### config.mk
export PLATFORM = sky130hd
export DESIGN_NAME = note_sequencer_flat
export DESIGN_NICKNAME = d
export VERILOG_FILES = /design/src/rtl/note_sequencer_if.sv /design/src/rtl/note_sequencer.sv /design/src/flat_wrapper.sv
export SDC_FILE = /design/constraint.sdc
export NUM_CORES = 1
export LEC_CHECK = 0
export BUFFER_PORTS_ARGS = -buffer_cell sky130_fd_sc_hd__buf_2
export CELL_PAD_IN_SITES_DETAIL_PLACEMENT = 1
export CELL_PAD_IN_SITES_GLOBAL_PLACEMENT = 2
export CORE_MARGIN = 2
export CORE_UTILIZATION = 35
export DETAILED_ROUTE_END_ITERATION = 12
export GPL_ROUTABILITY_DRIVEN = 0
export PLACE_DENSITY_LB_ADDON = 0.1
export SLEW_MARGIN = 20
export SYNTH_ARGS = -nofsm -noshare
export SYNTH_HDL_FRONTEND = slang
export SYNTH_SLANG_ARGS = --single-unit
### constraint.sdc
create_clock -name CLK_32KHz -period 5.45 [get_ports CLK_32KHz]
set_input_delay 1.09 -clock CLK_32KHz [delete_from_list [all_inputs] [get_ports CLK_32KHz]]
set_output_delay 1.09 -clock CLK_32KHz [all_outputs]
set_load 0.1 [all_outputs]
### src/rtl/note_sequencer_if.sv
// Control, table-write and generator-facing signals of the note sequencer.
// The master side is the front-panel/mode logic; the slave side is the sequencer.
interface note_sequencer_if #(
  parameter int AW = 4
);
  logic          start;
  logic          stop;
  logic          loop_en;
  logic          wr_en;
  logic [AW-1:0] wr_addr;
  logic [13:0]   wr_freq;
  logic [7:0]    wr_dur;
  logic          indexZero;
  logic [13:0]   outputFrequency;
  logic          gate;
  logic          busy;
  logic          done;
  logic [AW-1:0] noteIndex;

  modport master (
    output start, stop, loop_en, wr_en, wr_addr, wr_freq, wr_dur, indexZero,
    input  outputFrequency, gate, busy, done, noteIndex
  );

  modport slave (
    input  start, stop, loop_en, wr_en, wr_addr, wr_freq, wr_dur, indexZero,
    output outputFrequency, gate, busy, done, noteIndex
  );
endinterface

### src/rtl/note_sequencer.sv
// Steps through a frequency/duration note table and drives the sine generator,
// changing note only at a waveform zero index so transitions are click-free.
module note_sequencer #(
  parameter int NUM_NOTES      = 16,
  parameter int TICKS_PER_UNIT = 3200,
  parameter int ZERO_TIMEOUT   = 400
) (
  input logic             CLK_32KHz,
  input logic             reset,
  note_sequencer_if.slave bus
);
  localparam int AW = $clog2(NUM_NOTES);
  localparam int TW = $clog2(TICKS_PER_UNIT);
  localparam int ZW = $clog2(ZERO_TIMEOUT);
  localparam int TL = TICKS_PER_UNIT - 1;
  localparam int ZL = ZERO_TIMEOUT - 1;
  localparam logic [AW:0]   NOTE_END  = NUM_NOTES[AW:0];
  localparam logic [TW-1:0] TICK_LAST = TL[TW-1:0];
  localparam logic [ZW-1:0] WAIT_LAST = ZL[ZW-1:0];

  typedef enum logic [1:0] {
    S_IDLE = 2'd0,
    S_PLAY = 2'd1,
    S_WAIT = 2'd2,
    S_DONE = 2'd3
  } state_t;

  function automatic logic [13:0] clamp_freq(input logic [13:0] f);
    if (f == 14'd0) begin
      clamp_freq = 14'd0;
    end else if (f < 14'd100) begin
      clamp_freq = 14'd100;
    end else if (f > 14'd8000) begin
      clamp_freq = 14'd8000;
    end else begin
      clamp_freq = f;
    end
  endfunction

  logic [13:0]   freq_mem_r [NUM_NOTES];
  logic [7:0]    dur_mem_r  [NUM_NOTES];
  state_t        state_r, state_s, stay_s;
  logic [13:0]   freq_r, freq_s;
  logic          gate_r, gate_s, busy_r, busy_s, done_r, done_s;
  logic [AW-1:0] idx_r, idx_s, tgt_s, adv_tgt_s;
  logic [TW-1:0] tick_r, tick_s;
  logic [7:0]    unit_r, unit_s;
  logic [ZW-1:0] wz_r, wz_s;
  logic [AW:0]   next_idx_s;
  logic          go_s, tgt_ok_s, load_s, adv_ok_s;
  logic          last_play_s, zero_hit_s, song_end_s;

  assign next_idx_s  = {1'b0, idx_r} + {{AW{1'b0}}, 1'b1};
  assign song_end_s  = (next_idx_s >= NOTE_END) || (dur_mem_r[next_idx_s[AW-1:0]] == 8'd0);
  assign adv_ok_s    = !song_end_s || bus.loop_en;
  assign adv_tgt_s   = song_end_s ? {AW{1'b0}} : next_idx_s[AW-1:0];
  assign last_play_s = (tick_r == TICK_LAST) && (unit_r == 8'd1);
  assign zero_hit_s  = bus.indexZero || (wz_r == WAIT_LAST);

  // Note table: writable at any time, deliberately untouched by reset
  always_ff @(posedge CLK_32KHz) begin
    if (bus.wr_en && ({1'b0, bus.wr_addr} < NOTE_END)) begin
      freq_mem_r[bus.wr_addr] <= bus.wr_freq;
      dur_mem_r[bus.wr_addr]  <= bus.wr_dur;
    end
  end

  // State register
  always_ff @(posedge CLK_32KHz) begin
    if (reset) begin
      state_r <= S_IDLE;
    end else begin
      state_r <= state_s;
    end
  end

  // Next state: start/advance pick a target entry; an empty target ends the song
  always_comb begin
    stay_s   = state_r;
    go_s     = 1'b0;
    tgt_ok_s = 1'b0;
    tgt_s    = {AW{1'b0}};
    case (state_r)
      S_IDLE, S_DONE: begin
        if (bus.start) begin
          go_s     = 1'b1;
          tgt_ok_s = 1'b1;
        end else begin
          stay_s = state_r;
        end
      end
      S_PLAY: begin
        if (last_play_s && (freq_r == 14'd0)) begin
          go_s     = 1'b1;
          tgt_ok_s = adv_ok_s;
          tgt_s    = adv_tgt_s;
        end else if (last_play_s) begin
          stay_s = S_WAIT;
        end else begin
          stay_s = S_PLAY;
        end
      end
      S_WAIT: begin
        if (zero_hit_s) begin
          go_s     = 1'b1;
          tgt_ok_s = adv_ok_s;
          tgt_s    = adv_tgt_s;
        end else begin
          stay_s = S_WAIT;
        end
      end
      default: begin
        stay_s = S_IDLE;
      end
    endcase
    load_s = go_s && tgt_ok_s && (dur_mem_r[tgt_s] != 8'd0) && !bus.stop;
    if (bus.stop) begin
      state_s = S_IDLE;
    end else if (go_s) begin
      state_s = load_s ? S_PLAY : S_DONE;
    end else begin
      state_s = stay_s;
    end
  end

  // Output/counter next values, all registered below
  always_comb begin
    freq_s = freq_r;
    gate_s = gate_r;
    busy_s = busy_r;
    done_s = 1'b0;
    idx_s  = idx_r;
    tick_s = tick_r;
    unit_s = unit_r;
    wz_s   = {ZW{1'b0}};
    case (state_s)
      S_PLAY: begin
        if (load_s) begin
          freq_s = clamp_freq(freq_mem_r[tgt_s]);
          gate_s = (freq_mem_r[tgt_s] != 14'd0);
          busy_s = 1'b1;
          idx_s  = tgt_s;
          tick_s = {TW{1'b0}};
          unit_s = dur_mem_r[tgt_s];
        end else if (tick_r == TICK_LAST) begin
          tick_s = {TW{1'b0}};
          unit_s = unit_r - 8'd1;
        end else begin
          tick_s = tick_r + TW'(1);
        end
      end
      S_WAIT: begin
        if (state_r == S_WAIT) begin
          wz_s = wz_r + ZW'(1);
        end else begin
          wz_s = {ZW{1'b0}};
        end
      end
      S_DONE: begin
        freq_s = 14'd0;
        gate_s = 1'b0;
        busy_s = 1'b0;
        done_s = go_s;
        tick_s = {TW{1'b0}};
        unit_s = 8'd0;
      end
      default: begin
        freq_s = 14'd0;
        gate_s = 1'b0;
        busy_s = 1'b0;
        idx_s  = {AW{1'b0}};
        tick_s = {TW{1'b0}};
        unit_s = 8'd0;
      end
    endcase
  end

  // Output and counter registers
  always_ff @(posedge CLK_32KHz) begin
    if (reset) begin
      freq_r <= 14'd0;
      gate_r <= 1'b0;
      busy_r <= 1'b0;
      done_r <= 1'b0;
      idx_r  <= {AW{1'b0}};
      tick_r <= {TW{1'b0}};
      unit_r <= 8'd0;
      wz_r   <= {ZW{1'b0}};
    end else begin
      freq_r <= freq_s;
      gate_r <= gate_s;
      busy_r <= busy_s;
      done_r <= done_s;
      idx_r  <= idx_s;
      tick_r <= tick_s;
      unit_r <= unit_s;
      wz_r   <= wz_s;
    end
  end

  assign bus.outputFrequency = freq_r;
  assign bus.gate            = gate_r;
  assign bus.busy            = busy_r;
  assign bus.done            = done_r;
  assign bus.noteIndex       = idx_r;
endmodule

### src/flat_wrapper.sv
// flat-port wrapper written by rule: the top's interface ports become plain ports
module note_sequencer_flat 
#(
  parameter int NUM_NOTES      = 16,
  parameter int TICKS_PER_UNIT = 3200,
  parameter int ZERO_TIMEOUT   = 400
)
  (CLK_32KHz, reset, bus_start, bus_stop, bus_loop_en, bus_wr_en, bus_wr_addr, bus_wr_freq, bus_wr_dur, bus_indexZero, bus_outputFrequency, bus_gate, bus_busy, bus_done, bus_noteIndex);
  note_sequencer_if #(.AW(4)) bus_i ();
  input logic CLK_32KHz;
  input logic reset;
  input wire logic [$bits(bus_i.start)-1:0] bus_start;
  input wire logic [$bits(bus_i.stop)-1:0] bus_stop;
  input wire logic [$bits(bus_i.loop_en)-1:0] bus_loop_en;
  input wire logic [$bits(bus_i.wr_en)-1:0] bus_wr_en;
  input wire logic [$bits(bus_i.wr_addr)-1:0] bus_wr_addr;
  input wire logic [$bits(bus_i.wr_freq)-1:0] bus_wr_freq;
  input wire logic [$bits(bus_i.wr_dur)-1:0] bus_wr_dur;
  input wire logic [$bits(bus_i.indexZero)-1:0] bus_indexZero;
  output wire logic [$bits(bus_i.outputFrequency)-1:0] bus_outputFrequency;
  output wire logic [$bits(bus_i.gate)-1:0] bus_gate;
  output wire logic [$bits(bus_i.busy)-1:0] bus_busy;
  output wire logic [$bits(bus_i.done)-1:0] bus_done;
  output wire logic [$bits(bus_i.noteIndex)-1:0] bus_noteIndex;
  assign bus_i.start = bus_start;
  assign bus_i.stop = bus_stop;
  assign bus_i.loop_en = bus_loop_en;
  assign bus_i.wr_en = bus_wr_en;
  assign bus_i.wr_addr = bus_wr_addr;
  assign bus_i.wr_freq = bus_wr_freq;
  assign bus_i.wr_dur = bus_wr_dur;
  assign bus_i.indexZero = bus_indexZero;
  assign bus_outputFrequency = bus_i.outputFrequency;
  assign bus_gate = bus_i.gate;
  assign bus_busy = bus_i.busy;
  assign bus_done = bus_i.done;
  assign bus_noteIndex = bus_i.noteIndex;
  note_sequencer #(.NUM_NOTES(NUM_NOTES), .TICKS_PER_UNIT(TICKS_PER_UNIT), .ZERO_TIMEOUT(ZERO_TIMEOUT)) u_core (.CLK_32KHz(CLK_32KHz), .reset(reset), .bus(bus_i));
endmodule
# Word level (Yosys, flattened, before mapping)
# Memories as Yosys holds them, arrays and structs flattened.
# Index checks and enable logic that the tools add are counted.
# totals
mem_count	2
reg_bits	52
out_inout_bits	21
ramBits	352
elab_cells	93
inputBits	33
# memory_table
memory	depth	width	read_ports	rd_clocked_by_memory_dff	write_ports	line_no	source
u_core.freq_mem_r	16	14	1	0	1	note_sequencer.sv:40	logic [13:0] freq_mem_r [NUM_NOTES];
u_core.dur_mem_r	16	8	2	0	1	note_sequencer.sv:41	logic [7:0] dur_mem_r [NUM_NOTES];
# classes
n_addsub	4
n_lt_le_gt_ge	3
n_mux	37
eq_ne	11
n_reduce_logical	23
bitwise_logic	4
# op_table
operator	n
$mux 14	4
$logic_not 14->1	2
$pmux 14 s2	1
$mux 12	2
$pmux 12 s2	1
$mux 4	4
$mux 8	2
$pmux 4 s2	2
$pmux 8 s2	1
$gt 14x13->1 const B	1
$lt 14x7->1 const B	1
$reduce_bool 14->1	1
$add 12x1->12 const B	1
$eq 12x12->1 const B	1
$mux 2	6
$add 9x1->9 const B	1
$eq 9x9->1 const B	1
$mux 1	9
$eq 2x2->1 const B	4
$eq 8x1->1 const B	1
$logic_not 8->1	1
$reduce_bool 8->1	1
$sub 8x1->8 const B	1
$pmux 1 s3	2
other kinds (15)	31

# Logic depth before layout (Yosys ltp)
# An unclocked memory read counts as a cell.
# logic_depth
depth_word	18
ltp_mapped	19
depth_no_buf	14

# Least setup slack after synthesis
# Ideal clock, no wire load.
# synth_timing
path_kind	register -> register
from	register u_core.idx_r[1], in the netlist u_core.bus.noteIndex[1]
to	register u_core.freq_r[2], in the netlist u_core.bus.outputFrequency[2]
t_arrival_ps	4740
n_path_buf	1
setup_slack_ps	590
required_time_ps	5331
synth_period_minus_slack_ps	4860
stages_incl_launch_ff	15
cell_sequence	dfxtp_1 -> ha_1 -> and2_1 -> nand3_1 -> a31oi_1 -> a222oi_1 -> o21a_1 -> buf_4 -> nand3_4 -> a221o_1 -> a211o_1 -> or4b_1 -> or4b_1 -> and2_1 -> a2bb2oi_1
# synth_via
elab_chain_cells	17
# synth_rtl
element	line_no	source
start, declared	note_sequencer.sv:45	logic [AW-1:0] idx_r, idx_s, tgt_s, adv_tgt_s;
start signal, assigned	note_sequencer.sv:185	idx_r <= {AW{1'b0}};
start signal, assigned	note_sequencer.sv:194	idx_r <= idx_s;
$add 4x1->5 *	note_sequencer.sv:53	assign next_idx_s = {1'b0, idx_r} + {{AW{1'b0}}, 1'b1};
branches (longest 16 deep; another with $mem_v2 16x14)	-	
end signal, assigned	note_sequencer.sv:190	freq_r <= freq_s;
end, declared	note_sequencer.sv:43	logic [13:0] freq_r, freq_s;
# Every way passes the cells marked *. The select of a mux whose other input is x is not followed.
# A chain may end at the register's enable or synchronous reset.

# Worst setup path after layout
# layout_timing
from	register u_core.idx_r[0], in the netlist u_core.bus.noteIndex[0]
to	register u_core.freq_r[2], in the netlist u_core.bus.outputFrequency[2]
# The elaborated chain is that of the path after synthesis.

==> flow_metrics.env <==
export IMPL_use_met3=0.0411
export IMPL_numCtsBuffers=47
export IMPL_p_per_area_nw_per_um2=339
export IMPL_synth_cell_types=83
export IMPL_path_clk_slew_ns=0.06
export IMPL_synth_top_area_frac=0.604
export IMPL_timing_setup_tns_ns=0
export IMPL_netlist_area_um2=17500
export IMPL_synth_adder_area_share=0.00500
export IMPL_power_switching_mw=1.71
export IMPL_dr_pass1_iters=6
export IMPL_wl_um=60200
export IMPL_startpoint_type="flop"
export IMPL_synth_top_family_by_area="simple AND/OR/NAND/NOR gates"
export IMPL_slowest_delay_ns=0.56
export IMPL_dp_hpwl_um=38800
export IMPL_postLayoutCellArea_um2=20400
export IMPL_cpLargestDelayFamily="compound AO/OA/AOI/OAI gates"
export IMPL_clkSinkCount=404
export IMPL_use_met1=0.332
export IMPL_status="complete, no violations"
export IMPL_max_freq_ghz=0.196
export IMPL_syn_inst=1288
export IMPL_hp_class="flop to flop"
export IMPL_core_region_area_um2=49200
export IMPL_drive_above_1_share=0.191
export IMPL_cts_tree="yes"
export IMPL_seqPwrFrac=0.503
export IMPL_place_area_um2=19000
export IMPL_vdd_drop_max_mv=0.213
export IMPL_worst_ep_arrival_time_ns=5.59
export IMPL_n_fill_cell=5066
export IMPL_n_antenna_cell=0
export IMPL_async_flop_share=0
export IMPL_cp_max_fo=15
export IMPL_muxShareOfSynthArea=0.0782
export IMPL_grt_max_degree=60
export IMPL_ys_ff_latch=404
export IMPL_start_util=0.356
export IMPL_gr_max_usage_layer="met2"
export IMPL_port_buffers=53
export IMPL_grt_pass1_vias=12400
export IMPL_finalNetCount=1435
export IMPL_cts_buffer_depth=3
export IMPL_setup_viol=0
export IMPL_grt_first_pass_wirelength_um=87000
export IMPL_crit_required_ns=5.93
export IMPL_synth_simple_area_share=0.115
export IMPL_crit_path_end_kind="flop"
export IMPL_drtAntennaViolNets=0
export IMPL_clockRootBuffer="clkbuf_16"
export IMPL_worst_path_buf_inv=2
export IMPL_p_leak_nw=6.52
export IMPL_yosysTopAreaCell="edfxtp_1"
export IMPL_grt_setup_unrepaired="no"
export IMPL_areaGrowthSynthToFinish_pct=16.7
export IMPL_criticalPathCategory="flop to flop"
export IMPL_p_comb_frac=0.072
export IMPL_wl_per_cell_um=28.7
export IMPL_io_pins=54
export IMPL_fin_crit_sh=0.938
export IMPL_swShare=0.247
export IMPL_clk_latency_ns=0.60
export IMPL_synth_flop_cell="edfxtp_1"
export IMPL_drt_iter0_drc=1062
export IMPL_min_period_ns=5.11
export IMPL_tightest_slew_ns=1.15
export IMPL_internal_power_mw=5.22
export IMPL_finalHoldViolCount=0
export IMPL_clkPwrFrac=0.425
export IMPL_met2_usage=0.381
export IMPL_ys_warn_count=0
export IMPL_synth_compound_area_share=0.106
export IMPL_syn_nets=1328
export IMPL_die_height_um=228
export IMPL_maxSlewViolCount=0
export IMPL_htreeDepth=2
export IMPL_die_area_um2=51800
export IMPL_drv_cap=0
export IMPL_finClkSkew_ns=0.0159
export IMPL_cp_cell_sequence="ha_4 > nor2b_1 > nand3_1 > a31oi_1 > a222oi_1 > buf_4 > o21ai_2 > buf_4 > o41ai_1 > a21o_1 > o211ai_1 > or4b_1 > or4b_1 > and2_1 > a2bb2oi_1"
export IMPL_num_rows=81
export IMPL_seq_area_frac_synth=0.663
export IMPL_overflow=0
export IMPL_synthTopCellsByArea="edfxtp_1, dfxtp_1, mux2i_1"
export IMPL_cp_slowest_cell="or4b_1"
export IMPL_synthXorXnorAreaFrac=0.0109
export IMPL_final_common_cell="edfxtp_1"
export IMPL_syn_area_per_cell_um2=13.6
export IMPL_vias_per_cell=5.74
export IMPL_grt_total_usage=0.235
export IMPL_route_detailed_drc=0
export IMPL_vias=12000
export IMPL_synth_edff_count=352
export IMPL_relSlewSlack=0.230
export IMPL_dieWidth_um=228
export IMPL_antenna_found_initial=1
export IMPL_layout_common_cells="edfxtp_1, nand2_1, nor2_1, buf_4, mux2i_1"
worst min-delay path, stage by stage, from the launching register on:
cell,delay [ns]
dfxtp_1,0.31
nand2_1,0.05
nand2_1,0.04
kinds of logic after synthesis:
kind of cell	Yosys count
xor gates and xnor gates	21
AOI/OAI and AO/OA	265
and+or+nand+nor	404
muxes	103
buffers and inverters	84
DFF	404
adders and majority gates	7
timing repair:
item,CTS,global route
gates resized for setup,0,2
hold buffers,0,0
endpoints found under the setup margin,0,4
setup buffers,0,0
Yosys cell counts, drive strengths merged (7+ instances only):
library cell,n
nor4b,9
o31a,8
o22ai,9
ha,7
nor4,38
nor2b,8
nor2,100
nand3,40
mux2,20
dfxtp,52
nand2,104
edfxtp,352
o31ai,13
buf,40
a31oi,18
inv,14
and3,9
mux2i,58
xnor2,7
o221ai,11
xor2,14
o32ai,7
nor3,37
a211oi,12
o21ai,46
o211ai,16
nand4,19
mux4,25
and2,11
a21oi,49
clkbuf,28
flip-flops by register name (all words and copies together), names as in the netlist, 2 cells and up:
signal and flops:
u_core.freq_mem_r 224, u_core.bus.outputFrequency 14, u_core.tick_r 12, u_core.dur_mem_r 128
u_core.state_r 2, u_core.wz_r 9, u_core.unit_r 8, u_core.bus.noteIndex 4
power by group through the flow:
stage	clock network, mW	logic, mW	registers [mW]
finish	2.94	0.502	3.49
global route	3.11	0.551	3.50
CTS	3.00	0.508	3.49
detailed placement	0	0.506	3.55
global placement	0	0.502	3.55
floorplan	0	0.246	3.61
final cells by class:
class,instances,area (um2),area share
clock buffers,58,1220,0.0596
well taps,664,831,0.0407
clock inverters,29,190,0.00931
repair buffers,126,876,0.0429
multi-input cells,800,5650,0.276
inverters,16,60.1,0.00294
flip-flops and latches,404,11600,0.568
path summary, 6_finish.rpt:
path,slack (ns),to,cells past startpoint,startpoint
setup / recovery,0.34,u_core.bus.outputFrequency[2],15,u_core.bus.noteIndex[0]
hold / removal,0.45,u_core.bus.outputFrequency[8],2,u_core.bus.outputFrequency[8]
setup reg to reg,0.34,u_core.bus.outputFrequency[2],15,u_core.bus.noteIndex[0]
hold reg to reg,0.45,u_core.bus.outputFrequency[8],2,u_core.bus.outputFrequency[8]
metal layers:
| metal | vias up | wire length, um |
|---|---|---|
| met5 | - | 0 |
| met4 | 0 | 889 |
| met3 | 73 | 3200 |
| met2 | 279 | 28100 |
| met1 | 6335 | 28000 |
| li1 | 5346 | - |
per-stage QoR:
stage | instances | hold slack (ns) | total power, mW | worst slack (ns) | utilization
3_5_place_dp | 2010 | 0.449 | 4.06 | 0.335 | 0.387
2_1_floorplan | 1288 | 0.432 | 3.85 | 0.590 | -
6_report | 2097 | 0.449 | 6.93 | 0.338 | 0.416
3_3_place_gp | 2009 | 0.440 | 4.05 | 0.479 | 0.386
4_1_cts | 2097 | 0.456 | 7.00 | 0.330 | 0.415
5_1_grt | 2097 | 0.477 | 7.15 | 0.0465 | 0.416
Note: power is estimated with default switching activity, not from simulation.
